<file path="src/rtl/scale_arbiter_if.sv">
// Requester/result handshake bundle for the shared constant-scale unit.
// The master side issues operands and drains results; the slave side is the arbiter.
interface scale_arbiter_if #(
    parameter int N_REQ = 4
) ();
    localparam int ID_W = $clog2(N_REQ);

    logic [N_REQ-1:0]   req_valid;
    logic [8*N_REQ-1:0] req_data;
    logic [N_REQ-1:0]   req_ready;
    logic               res_valid;
    logic               res_ready;
    logic signed [7:0]  res_data;
    logic [ID_W-1:0]    res_id;
    logic               busy;

    modport master (
        output req_valid, req_data, res_ready,
        input  req_ready, res_valid, res_data, res_id, busy
    );

    modport slave (
        input  req_valid, req_data, res_ready,
        output req_ready, res_valid, res_data, res_id, busy
    );
endinterface

</file>
<file path="src/rtl/scale_arbiter.sv">
// Round-robin arbiter in front of a three-stage signed constant-scale pipeline.
// Each result leaves tagged with the ID of the requester whose operand produced it.
module scale_arbiter #(
    parameter int                N_REQ = 4,
    parameter logic signed [7:0] COEF  = 8'sd19,
    parameter int                FRAC  = 6
) (
    input  logic           clk,
    input  logic           rst,
    scale_arbiter_if.slave bus
);
    localparam int DATA_W = 8;
    localparam int COEF_W = 8;
    localparam int PROD_W = DATA_W + COEF_W;
    localparam int ID_W   = $clog2(N_REQ);
    localparam logic [ID_W:0] N_WRAP = (ID_W + 1)'(N_REQ);

    logic [ID_W-1:0]          ptr;
    logic [N_REQ-1:0]         grant;
    logic [ID_W-1:0]          grant_id;
    logic [ID_W-1:0]          cand;
    logic                     grant_any;
    logic                     adv;
    logic                     accept;

    logic signed [DATA_W-1:0] data_p0;
    logic [ID_W-1:0]          id_p0;
    logic                     vld_p0;
    logic signed [PROD_W-1:0] prod_p1;
    logic [ID_W-1:0]          id_p1;
    logic                     vld_p1;
    logic signed [DATA_W-1:0] data_p2;
    logic [ID_W-1:0]          id_p2;
    logic                     vld_p2;

    function automatic logic [ID_W-1:0] wrap_add(input logic [ID_W-1:0] base,
                                                 input logic [ID_W-1:0] offs);
        logic [ID_W:0] sum;
        sum = {1'b0, base} + {1'b0, offs};
        if (sum >= N_WRAP) sum = sum - N_WRAP;
        return sum[ID_W-1:0];
    endfunction

    // Keeping bits [FRAC+7:FRAC] of the product is an arithmetic shift that floors.
    function automatic logic signed [DATA_W-1:0] scale_floor(input logic signed [PROD_W-1:0] prod);
        return prod[FRAC +: DATA_W];
    endfunction

    always_comb begin
        grant     = '0;
        grant_id  = '0;
        grant_any = 1'b0;
        cand      = '0;
        for (int k = 0; k < N_REQ; k++) begin
            cand = wrap_add(ptr, k[ID_W-1:0]);
            if (!grant_any && bus.req_valid[cand]) begin
                grant[cand] = 1'b1;
                grant_id    = cand;
                grant_any   = 1'b1;
            end
        end
    end

    // A stalled output freezes the whole pipe, so no operand may be taken either.
    assign adv    = !(vld_p2 && !bus.res_ready);
    assign accept = grant_any && adv && !rst;
    assign bus.req_ready = accept ? grant : '0;

    always_ff @(posedge clk or posedge rst) begin
        if (rst) begin
            ptr     <= '0;
            vld_p0  <= 1'b0;
            vld_p1  <= 1'b0;
            vld_p2  <= 1'b0;
            data_p2 <= '0;
            id_p2   <= '0;
        end else if (adv) begin
            if (accept) ptr <= wrap_add(grant_id, ID_W'(1));
            vld_p0 <= accept;
            vld_p1 <= vld_p0;
            vld_p2 <= vld_p1;
            // S3: output register
            if (vld_p1) begin
                data_p2 <= scale_floor(prod_p1);
                id_p2   <= id_p1;
            end
        end
    end

    always_ff @(posedge clk) begin
        if (adv) begin
            // S1: operand and ID capture
            if (accept) begin
                data_p0 <= bus.req_data[DATA_W*grant_id +: DATA_W];
                id_p0   <= grant_id;
            end
            // S2: full-width signed product
            if (vld_p0) begin
                prod_p1 <= PROD_W'(data_p0) * PROD_W'(COEF);
                id_p1   <= id_p0;
            end
        end
    end

    assign bus.res_valid = vld_p2;
    assign bus.res_data  = data_p2;
    assign bus.res_id    = id_p2;
    assign bus.busy      = vld_p0 | vld_p1 | vld_p2;
endmodule

</file>
<file path="src/flat_wrapper.sv">
// flat-port wrapper written by rule: the top's interface ports become plain ports
module scale_arbiter_flat 
#(
    parameter int                N_REQ = 4,
    parameter logic signed [7:0] COEF  = 8'sd19,
    parameter int                FRAC  = 6
)
  (clk, rst, bus_req_valid, bus_req_data, bus_res_ready, bus_req_ready, bus_res_valid, bus_res_data, bus_res_id, bus_busy);
  scale_arbiter_if #(.N_REQ(N_REQ)) bus_i ();
  input  logic clk;
  input  logic rst;
  input wire logic [$bits(bus_i.req_valid)-1:0] bus_req_valid;
  input wire logic [$bits(bus_i.req_data)-1:0] bus_req_data;
  input wire logic [$bits(bus_i.res_ready)-1:0] bus_res_ready;
  output wire logic [$bits(bus_i.req_ready)-1:0] bus_req_ready;
  output wire logic [$bits(bus_i.res_valid)-1:0] bus_res_valid;
  output wire logic [$bits(bus_i.res_data)-1:0] bus_res_data;
  output wire logic [$bits(bus_i.res_id)-1:0] bus_res_id;
  output wire logic [$bits(bus_i.busy)-1:0] bus_busy;
  assign bus_i.req_valid = bus_req_valid;
  assign bus_i.req_data = bus_req_data;
  assign bus_i.res_ready = bus_res_ready;
  assign bus_req_ready = bus_i.req_ready;
  assign bus_res_valid = bus_i.res_valid;
  assign bus_res_data = bus_i.res_data;
  assign bus_res_id = bus_i.res_id;
  assign bus_busy = bus_i.busy;
  scale_arbiter #(.N_REQ(N_REQ), .COEF(COEF), .FRAC(FRAC)) u_core (.clk(clk), .rst(rst), .bus(bus_i));
endmodule
</file>
<file path="config.mk">
export PLATFORM = sky130hd
export DESIGN_NAME = scale_arbiter_flat
export DESIGN_NICKNAME = d
export VERILOG_FILES = /design/src/rtl/scale_arbiter_if.sv /design/src/rtl/scale_arbiter.sv /design/src/flat_wrapper.sv
export SDC_FILE = /design/constraint.sdc
export NUM_CORES = 1
export LEC_CHECK = 0
export CAP_MARGIN = 20
export CORE_MARGIN = 5
export CORE_UTILIZATION = 52
export DETAILED_ROUTE_END_ITERATION = 7
export PLACE_DENSITY = 0.82
export SLEW_MARGIN = 20
export SYNTH_ARGS = -nofsm -noshare
export SYNTH_HDL_FRONTEND = slang
export SYNTH_SLANG_ARGS = --single-unit
</file>
<file path="constraint.sdc">
create_clock -name clk -period 4.2 [get_ports clk]
set_input_delay 0.84 -clock clk [delete_from_list [all_inputs] [get_ports clk]]
set_output_delay 0.84 -clock clk [all_outputs]
set_load 0.1 [all_outputs]
</file>
==> reports/qor.csv <==
metric,value,unit
# Max-Cap Violations,0,
clock skew,0.00845,ns
top cell type's share of synthesized area,0.233,
initial antenna violation count,0,
layout cell share with drive strength beyond 1,0.142,
cells resized by post-CTS repair,0,
global-route wire length before repair,8490,um
"CTS clk-pin slew, worst paths",0.07,ns
Setup-failing EPs final,0,
Finished Cell Area,0.00334,mm2
Register Area,976,um2
"FF+latch count, synth",35,
"Cell Area, Synth",0.00258,mm2
Die ar.,0.00647,mm2
Gate Count Post-Synth,227,
top sig layer,met4,
Simple-Gate Fraction of Synth Area,0.115,
CP Cell Sequence,"inv_1, ha_1, mux4_2, a211oi_2, a22oi_1, o21ai_0, and2_1, buf_12",
actual slew at the worst max-slew pin,0.969,ns
synth top area cells,"edfxtp_1, dfrtp_1, ha_1",
Clock Latency Late Sink,0.28,ns
post-synthesis compound-gate area fraction,0.105,
RSZ-0062 raised after global routing,no,
GPL Wtd Cong,0.835,
Setup TNS,0,ns
Tcrit/Tclk final,0.921,
fmax,259,MHz
DR DRC count,0,
most frequent cells in the layout,"clkdlybuf4s50_1, mux2i_1, ha_1, edfxtp_1",
synthesized area per cell,11.4,um2
CP required,3.36,ns
Max Root-Sink Buffers,2,
vias,1904,
Final min period,3.87,ns
H-tree depth,2,
Nets,359,
post-synthesis sequential area ratio,0.378,
Num CTS Buffers,5,
met3 wire len,335,um
ANT cells,0,
ANT nets after route,0,
"Buf+Inv Stages, Crit Path",2,
Routed met1 length,2080,um
synth unique cells,51,
largest family of logic cells by synthesized area,adder cells,
vias in the first global route,1925,
Pre-antenna DRT Iters,4,
Syn-to-layout area delta,29.6,%
Synth area leader,edfxtp_1,
Total GRT Usage,0.167,
crit-path max cell delay,0.58,ns
Critical Path Sink Type,output pin,
relative slew slack,0.352,
WL/cell,13.9,um
HPWL after detailed placement,4010,um
pin count of the biggest net entering global routing,17,
Post-Synth XOR/XNOR Area,0.0204,
Clock Sink Count,35,
# fillers,382,
status,"complete, no violations",
Core Box Area,0.00475,mm2
post-synthesis adder-cell area fraction,0.167,
port bufs,54,
Die Width,80.4,um
Synth Net Count,298,
post-CTS setup buffer count,0,
hold crit path type,reg -> reg,
Post-synth ARST share,0.429,
gr ovfl total,0,
Placed Area,0.00324,mm2
Fin. Hold Viols,0,
Initial Util,0.543,
number of synthesized flops with an enable pin,20,
CP Data Arrival Time,3.03,ns
IO Pins,55,
kind of critical path,reg -> out,
"Hold-fix buffers, CTS",0,
via density per instance,5.35,
area occupied by multi-input gates,0.00148,mm2
"most common cell after layout, fill and taps aside",clkdlybuf4s50_1,
multiplexer share of the synthesized area,0.165,
"Slowest-stage cell, CP",dfrtp_1,
DR WL met2,2460,um
root buf cell,clkbuf_8,
crit path launch type,flip-flop,
Post-synth top flop,edfxtp_1,
die height,80.4,um
Pins Over Slew Limit,0,
CP max FO,10,
CTS tree,yes,
YS warnings,0,
"delay-heaviest family, CP",flip-flops,
Post-Route WL,4940,um
Detailed Route Iter0 Violations,77,
number of core rows,25,
-- synth_stat cells, drive strengths merged (6+ instances only) --
cell,count
mux2i,28
nor2,12
edfxtp,20
and2,6
dfrtp,15
nand2,8
inv,15
a22oi,9
nor3,8
ha,28
mux2,11
o21ai,8
buf,7
-- path summary, 6_finish.rpt --
check | from | cells after the start | endpoint | slack, ns
setup / recovery | u_core.ptr[1]$_DFFE_PP0P_ | 8 | bus_req_ready[0] | 0.33
hold / removal | u_core.id_p0[0]$_DFFE_PP_ | 0 | u_core.id_p1[0]$_DFFE_PP_ | 0.43
setup reg to reg | u_core.data_p0[5]$_DFFE_PP_ | 11 | u_core.prod_p1[13]$_DFFE_PP_ | 0.84
hold reg to reg | u_core.id_p0[0]$_DFFE_PP_ | 0 | u_core.id_p1[0]$_DFFE_PP_ | 0.43
max in group asynchronous | rst | 3 | u_core.bus.res_data[2]$_DFFE_PP0P_ | 3.16
min in group asynchronous | rst | 3 | u_core.vld_p1$_DFFE_PP0N_ | 0.86
-- layer usage --
layer  track usage  up-vias
met5             0        -
met4        0.0405        0
met3        0.0516       11
met2         0.287       53
met1         0.202      886
li1              -      954
-- worst register-to-register path, cell delays in order (launching register included) --
cell,delay [ns]
edfxtp_1,0.44
ha_1,0.33
ha_1,0.29
inv_1,0.06
fa_1,0.53
inv_1,0.04
ha_1,0.28
o21ai_0,0.10
o21ai_0,0.32
nand2_1,0.15
o21ai_0,0.42
xor2_1,0.13
-- state kept, by name, summed over array words and instances, names as in the netlist --
signal                cells
u_core.bus.res_data       8
u_core.bus.res_valid      1
u_core.bus.res_id         2
u_core.data_p0            8
u_core.id_p1              2
u_core.vld_p0             1
u_core.ptr                2
u_core.id_p0              2
u_core.prod_p1            8
u_core.vld_p1             1
-- stage by stage --
step            util  instances  setup slack, ns  hold slack, ns
6_report       0.703        356            0.334           0.426
5_1_grt        0.703        356            0.111           0.436
4_1_cts        0.702        356            0.228           0.427
3_5_place_dp   0.681        348            0.308           0.410
3_3_place_gp   0.681        348            0.400           0.412
2_1_floorplan      -        227            0.279           0.400
-- layout make-up --
cell class              instances  share of cell area
well taps                      67              0.0251
repair buffers                 62               0.192
flip-flops and latches         35               0.292
clock buffers                   8              0.0299
inverters                      16              0.0180
multi-input cells             168               0.443
-- logic make-up (layout without fill, tap and decap cells) --
kind of cell,after synthesis,in the layout
and+or+nand+nor,54,54
muxes,40,40
AOI/OAI and AO/OA,36,36
DFF,35,35
adders and majority gates,32,32
buffers and inverters,24,86
xor gates and xnor gates,6,6
Power is left out: the tool's default activity adds up to more than one toggle a clock period on the data nets, which glitch-free logic cannot reach.
